<file path="src/rtl/wb_pkg.sv">
`default_nettype none
// +----------------------------------------------------------------------------+
// | wb_pkg : shared sizes and entry type for the register-file writeback queue |
// | Revision: 1.0                                                              |
// +----------------------------------------------------------------------------+
package wb_pkg;

  localparam int WB_DEPTH = 4;
  localparam int WB_AW    = 5;
  localparam int WB_DW    = 32;

  typedef struct packed {
    logic [WB_AW-1:0] rd;
    logic [WB_DW-1:0] data;
  } wb_entry_t;

endpackage : wb_pkg
`default_nettype wire

</file>
<file path="src/rtl/wb_fifo.sv">
`default_nettype none
// +----------------------------------------------------------------------------+
// | wb_fifo : circular buffer, up to two pushes and one pop per cycle,         |
// |           with every slot and its valid bit exposed for hazard scanning     |
// | Revision: 1.0                                                              |
// +----------------------------------------------------------------------------+
module wb_fifo
  import wb_pkg::*;
#(
  parameter  int DEPTH = WB_DEPTH,
  localparam int PW    = $clog2(DEPTH),
  localparam int CW    = PW + 1
) (
  input  logic                        clock,
  input  logic                        reset,
  input  logic                        push_a,
  input  wb_entry_t                   entry_a,
  input  logic                        push_b,
  input  wb_entry_t                   entry_b,
  input  logic                        pop,
  output wb_entry_t                   head,
  output wb_entry_t [DEPTH-1:0]       entries,
  output logic      [DEPTH-1:0]       valid,
  output logic      [PW-1:0]          head_ptr,
  output logic      [CW-1:0]          count
);

  wb_entry_t [DEPTH-1:0] r_mem;
  logic      [DEPTH-1:0] r_valid;
  logic      [PW-1:0]    r_wr_ptr;
  logic      [PW-1:0]    r_rd_ptr;
  logic      [CW-1:0]    r_count;
  logic      [PW-1:0]    w_wr_ptr1;
  logic      [CW-1:0]    w_n_push;

  // push_b is only ever asserted together with push_a, so it lands one slot later
  assign w_wr_ptr1 = r_wr_ptr + 1'b1;
  assign w_n_push  = CW'(push_a) + CW'(push_b);

  always_ff @(posedge clock or negedge reset) begin
    if (!reset) begin
      r_valid  <= '0;
      r_wr_ptr <= '0;
      r_rd_ptr <= '0;
      r_count  <= '0;
    end else begin
      if (pop) begin
        r_valid[r_rd_ptr] <= 1'b0;
        r_rd_ptr          <= r_rd_ptr + 1'b1;
      end
      if (push_a) r_valid[r_wr_ptr]  <= 1'b1;
      if (push_b) r_valid[w_wr_ptr1] <= 1'b1;
      r_wr_ptr <= r_wr_ptr + w_n_push[PW-1:0];
      r_count  <= r_count + w_n_push - CW'(pop);
    end
  end

  always_ff @(posedge clock or negedge reset) begin
    if (!reset) begin
      r_mem <= '0;
    end else begin
      if (push_a) r_mem[r_wr_ptr]  <= entry_a;
      if (push_b) r_mem[w_wr_ptr1] <= entry_b;
    end
  end

  assign head     = r_mem[r_rd_ptr];
  assign entries  = r_mem;
  assign valid    = r_valid;
  assign head_ptr = r_rd_ptr;
  assign count    = r_count;

endmodule : wb_fifo
`default_nettype wire

</file>
<file path="src/rtl/regfile_wb_queue.sv">
`default_nettype none
// +----------------------------------------------------------------------------+
// | regfile_wb_queue : in-order writeback queue feeding the register file,     |
// |                    with RS1/RS2 pending-write detection and forwarding      |
// | Revision: 1.0                                                              |
// +----------------------------------------------------------------------------+
module regfile_wb_queue
  import wb_pkg::*;
#(
  parameter  int DEPTH = WB_DEPTH,
  parameter  int DW    = WB_DW,
  parameter  int AW    = WB_AW,
  localparam int PW    = $clog2(DEPTH),
  localparam int CW    = PW + 1
) (
  input  logic          clock,
  input  logic          reset,
  input  logic          mem_valid,
  input  logic [AW-1:0] mem_rd,
  input  logic [DW-1:0] mem_data,
  output logic          mem_ready,
  input  logic          alu_valid,
  input  logic [AW-1:0] alu_rd,
  input  logic [DW-1:0] alu_data,
  output logic          alu_ready,
  input  logic          hold,
  input  logic [AW-1:0] rs1,
  input  logic [AW-1:0] rs2,
  output logic          rs1_pend,
  output logic          rs2_pend,
  output logic [DW-1:0] rs1_fwd,
  output logic [DW-1:0] rs2_fwd,
  output logic          wb_w,
  output logic [AW-1:0] wb_rd,
  output logic [DW-1:0] wb_data,
  output logic [CW-1:0] count
);

  wb_entry_t             w_head;
  wb_entry_t [DEPTH-1:0] w_entries;
  logic      [DEPTH-1:0] w_valid;
  logic      [PW-1:0]    w_head_ptr;
  logic      [CW-1:0]    w_free;
  logic                  w_mem_acc;
  logic                  w_alu_acc;
  logic                  w_push_a;
  logic                  w_push_b;
  logic                  w_pop;
  wb_entry_t             w_mem_entry;
  wb_entry_t             w_alu_entry;

  // Free space is judged on current occupancy only; a same-cycle pop gives no credit
  assign w_free    = CW'(DEPTH) - count;
  assign mem_ready = reset & (w_free >= CW'(1));
  assign alu_ready = reset & ((w_free >= CW'(2)) | ((w_free == CW'(1)) & ~mem_valid));

  assign w_mem_acc   = mem_valid & mem_ready;
  assign w_alu_acc   = alu_valid & alu_ready;
  assign w_mem_entry = '{rd: mem_rd, data: mem_data};
  assign w_alu_entry = '{rd: alu_rd, data: alu_data};

  // The load result always takes the first slot so it drains ahead of the ALU result
  assign w_push_a = w_mem_acc | w_alu_acc;
  assign w_push_b = w_mem_acc & w_alu_acc;
  assign w_pop    = (count != '0) & ~hold;

  wb_fifo #(
    .DEPTH (DEPTH)
  ) u_fifo (
    .clock    (clock),
    .reset    (reset),
    .push_a   (w_push_a),
    .entry_a  (w_mem_acc ? w_mem_entry : w_alu_entry),
    .push_b   (w_push_b),
    .entry_b  (w_alu_entry),
    .pop      (w_pop),
    .head     (w_head),
    .entries  (w_entries),
    .valid    (w_valid),
    .head_ptr (w_head_ptr),
    .count    (count)
  );

  always_ff @(posedge clock or negedge reset) begin
    if (!reset) begin
      wb_w    <= 1'b0;
      wb_rd   <= '0;
      wb_data <= '0;
    end else if (w_pop) begin
      wb_w    <= (w_head.rd != '0);
      wb_rd   <= w_head.rd;
      wb_data <= w_head.data;
    end else begin
      wb_w    <= 1'b0;
    end
  end

  logic [AW-1:0] w_rs   [2];
  logic          w_pend [2];
  logic [DW-1:0] w_fwd  [2];

  assign w_rs[0] = rs1;
  assign w_rs[1] = rs2;

  // Scan from the output register through oldest-to-youngest so the youngest match wins
  always_comb begin
    logic [PW-1:0] slot;
    slot = '0;
    for (int p = 0; p < 2; p++) begin
      w_pend[p] = 1'b0;
      w_fwd[p]  = '0;
      if (w_rs[p] != '0) begin
        if (wb_w && (wb_rd == w_rs[p])) begin
          w_pend[p] = 1'b1;
          w_fwd[p]  = wb_data;
        end
        for (int k = 0; k < DEPTH; k++) begin
          slot = w_head_ptr + PW'(k);
          if (w_valid[slot] && (w_entries[slot].rd == w_rs[p])) begin
            w_pend[p] = 1'b1;
            w_fwd[p]  = w_entries[slot].data;
          end
        end
      end
    end
  end

  assign rs1_pend = w_pend[0];
  assign rs2_pend = w_pend[1];
  assign rs1_fwd  = w_fwd[0];
  assign rs2_fwd  = w_fwd[1];

endmodule : regfile_wb_queue
`default_nettype wire

</file>
<file path="config.mk">
export PLATFORM = sky130hd
export DESIGN_NAME = regfile_wb_queue
export DESIGN_NICKNAME = d
export VERILOG_FILES = /design/src/rtl/wb_pkg.sv /design/src/rtl/wb_fifo.sv /design/src/rtl/regfile_wb_queue.sv
export SDC_FILE = /design/constraint.sdc
export NUM_CORES = 1
export LEC_CHECK = 0
export CAP_MARGIN = 0
export CORE_UTILIZATION = 60
export CTS_CLUSTER_DIAMETER = 60
export DETAILED_ROUTE_END_ITERATION = 6
export GPL_ROUTABILITY_DRIVEN = 0
export HOLD_SLACK_MARGIN = 0.15
export PLACE_DENSITY_LB_ADDON = 0.2
export SLEW_MARGIN = 20
export SYNTH_ARGS = -nofsm -noshare
export SYNTH_HDL_FRONTEND = slang
export SYNTH_SLANG_ARGS = --single-unit
</file>
<file path="constraint.sdc">
create_clock -name clock -period 7.1 [get_ports clock]
set_input_delay 1.065 -clock clock [delete_from_list [all_inputs] [get_ports clock]]
set_output_delay 1.065 -clock clock [all_outputs]
set_load 0.01 [all_outputs]
</file>
==> flow_summary.yaml <==
sta:
  fmax_mhz: 155.7
  rsz0062_at_grt: "no"
  period_minus_slack_ns: 6.423
  hold_violations: 0
  skew_ns: 0.01253
  relSlewSlack: 0.2304
  final_max_slew_viol_count: 0
  setup_violations: 0
  fin_tns_setup_ns: 0
  fin_crit_sh: 0.9047
  tightest_slew_ns: 1.154
logic_synthesis:
  syn_avg_cell_area_um2: 10.17
  ys_seq_area_frac: 0.3142
  synth_cell_types: 56
  synth-main-ff-cell: "dfrtp_1"
  synth-seq-cells: 197
  synth_area_mm2: 0.01569
  syn_nets: 1647
  yosys_warnings: 0
  synth_edf_count: 0
  postSynth.asyncResetShare: 1.000
  postSynthCellCount: 1542
pwr:
  clkPwrFrac: 0.086
  p_total_mw: 10.58
  p_leak_nw: 6.492
  p_switching_mw: 4.920
  pwr-share-seq: 0.234
  p_int_mw: 5.663
  power_density_mw_per_mm2: 581.1
  comb_power_share: 0.680
  netSwitchingFraction: 0.4649
  ir_drop_mv: 0.4600
worst_setup_path:
  start_kind: "register"
  cp_cell_sequence: "buf_4, mux4_2, nand2_1, o21ba_2, a221oi_1, o31ai_1, clkdlybuf4s50_1"
  path_class: "register to primary output"
  crit_path_top_delay_cell: "mux4_2"
  endpoint_kind: "primary output"
  required_ns: 6.03
  path_max_fanout: 56
  cp_data_arrival_time_ns: 5.36
  critPathMaxStageDelay_ns: 0.97
status:
  run_status: "complete, no violations"
detailed_routing:
  wl_per_cell_um: 26.79
  wl_mm: 53.02
  vias: 15136
  firstDrtPassIters: 7
  ant_nets: 0
  drc: 0
  drtIter0Drc: 2518
  viasPerCell: 7.648
place:
  placed_cells: 1946
  dp_hpwl_mm: 31.77
  io_buffers: 197
  placed_cell_area_mm2: 0.01768
cts:
  cts.reportedPaths.clkPinSlew_ns: 0.07
  post-cts-setup-buffers: 0
  tritoncts: "done"
  cts_made_buffers: 17
  cts.path.max_buffers: 2
  clock_latency_ns: 0.44
  cts_sinks: 197
  cts_resized: 0
  holdBufCountCts: 0
  htreeDepth: 4
  root_buffer: "clkbuf_16"
grt:
  antenna_found_initial: 2
  grt_pass1_wl_mm: 81.46
  grt_max_degree: 76
  grt_overflow: 0
  grt_pass1_vias: 14463
  track_usage: 0.4010
finish:
  syn_to_final_growth_pct: 16.08
  drive_gt1_frac: 0.2070
  regArea_mm2: 0.004937
  post-route-cell-area_mm2: 0.01821
  stdcell_count: 1979
  fill_cells: 1829
  multi_input_area_mm2: 0.01001
  nets: 1740
  final_util: 0.7169
floorplan:
  start_util: 0.6176
  rows: 58
  die_w_um: 163.7
  die_area_mm2: 0.02680
  die_h_um: 163.7
  io_pins: 198
  coreArea_mm2: 0.02540
hold_path:
  hold_path_class: "register to register"
run:
  drv_cap: 0
==> registers in the layout (all words and copies together), names as in the netlist <==
signal,cells
wb_rd,5
u_fifo.count,3
wb_w,1
u_fifo.head_ptr,2
u_fifo.valid,4
u_fifo.r_wr_ptr,2
wb_data,32
u_fifo.entries,148
==> cells in the final DEF, fill, tap and decap left out, types with 4 or more instances in the layout <==
| cell type | n |
|---|---|
| mux2_2 | 34 |
| xnor2_1 | 32 |
| nor3_1 | 6 |
| a32oi_1 | 64 |
| clkinvlp_4 | 4 |
| xor2_1 | 19 |
| clkdlybuf4s50_1 | 196 |
| nand2b_1 | 35 |
| nand3_1 | 32 |
| a21o_1 | 4 |
| clkbuf_16 | 17 |
| o21ai_0 | 4 |
| inv_1 | 13 |
| o31ai_1 | 34 |
| and2_1 | 33 |
| buf_4 | 36 |
| mux4_2 | 152 |
| ha_1 | 14 |
| nor2_1 | 396 |
| xnor2_2 | 4 |
| nand2_1 | 17 |
| a21oi_1 | 5 |
| a221oi_1 | 32 |
| a311oi_2 | 29 |
| dfrtp_1 | 195 |
| o22ai_1 | 148 |
| o31ai_2 | 30 |
==> layer usage <==
layer  vias up  wire [um]  share of wire  track usage
met4         0       2911          0.055       0.1932
met2      1447      23890           0.45       0.6142
li1       6116          -              -            -
met5         -          0              0            0
met3       302       7604           0.14       0.1119
met1      7271      18610           0.35       0.5287
==> cells by family after synthesis <==
group / synth area share
AOI/OAI and AO/OA: 0.1936
buffers and inverters: 0.05248
xor gates and xnor gates: 0.03214
DFF: 0.3142
adders and majority gates: 0.01324
muxes: 0.2426
and+or+nand+nor: 0.1517
==> cells in the mapped netlist, types with 2 or more instances <==
library cell	instances	area share
a21o_1	4	0.0019
a21oi_1	6	0.0019
a221oi_1	32	0.018
a311oi_1	3	0.0017
a311oi_2	29	0.028
a32oi_1	65	0.036
and2_1	33	0.013
and3_1	2	0.00080
buf_1	14	0.0033
buf_2	37	0.012
buf_4	10	0.0048
buf_6	8	0.0057
buf_8	2	0.0019
clkbuf_1	89	0.021
dfrtp_1	197	0.31
ha_1	15	0.012
inv_1	13	0.0031
mux2_2	34	0.024
mux4_2	152	0.22
nand2_1	17	0.0041
nand2b_1	35	0.014
nand3_1	32	0.010
nand4_1	3	0.0012
nor2_1	398	0.095
nor2b_1	4	0.0016
nor3_1	6	0.0019
nor3_2	2	0.0013
nor3b_1	2	0.00096
nor4_1	2	0.00080
o21ai_0	4	0.0013
o21ba_2	2	0.0013
o22ai_1	148	0.059
o31a_1	2	0.0011
o31ai_1	34	0.016
o31ai_2	30	0.024
or2_1	2	0.00080
or2_2	2	0.00080
or4_1	2	0.00096
xnor2_1	33	0.018
xnor2_2	3	0.0031
xor2_1	19	0.011
==> through the flow <==
stage	worst slack, ns	hold WS [ns]
final	0.6766	0.5674
after global routing	0.4872	0.5869
after CTS	0.7621	0.5644
after detailed placement	1.254	0.5354
after global placement	1.306	0.5156
after floorplan	2.239	0.4954
==> power groups by stage <==
stage | clock, mW | combinational [mW] | sequential (mW)
finish | 0.913 | 7.19 | 2.48
global placement | 0 | 6.81 | 2.39
global route | 0.960 | 7.57 | 2.55
CTS | 0.916 | 7.03 | 2.44
detailed placement | 0 | 6.98 | 2.45
floorplan | 0 | 5.03 | 2.23
==> critical path, delay by kind of cell, from the launching register on <==
family                 cells  cell delay (ns)
AO/OA/AOI/OAI              3             1.55
buffers and inverters      2             1.46
multiplexers               1             0.97
flip-flops                 1             0.67
AND/OR/NAND/NOR            1             0.23
==> path summary, 6_finish.rpt <==
| kind | startpoint | to | slack [ns] | depth (start not counted) |
|---|---|---|---|---|
| max in group asynchronous | reset | u_fifo.head_ptr[0] | 5.03 | 2 |
| max | u_fifo.head_ptr[1] | rs1_fwd[0] | 0.68 | 7 |
| min in group asynchronous | reset | wb_rd[2] | 0.64 | 1 |
| min | u_fifo.valid[2] | u_fifo.valid[2] | 0.57 | 1 |
| max reg2reg | u_fifo.count[0] | u_fifo.entries[103] | 3.29 | 12 |
| min reg2reg | u_fifo.valid[2] | u_fifo.valid[2] | 0.57 | 1 |
==> layout make-up <==
type | instances | share of cell area
Antenna cell | 2 | 0.0002748
Clock buffer | 20 | 0.02453
Clock inverter | 11 | 0.004397
Inverter | 15 | 0.003092
Multi-Input combinational cell | 1170 | 0.5495
Sequential cell | 197 | 0.2711
Tap cell | 330 | 0.02267
Timing Repair Buffer | 234 | 0.1244
Note: power is estimated with default switching activity, not from simulation.
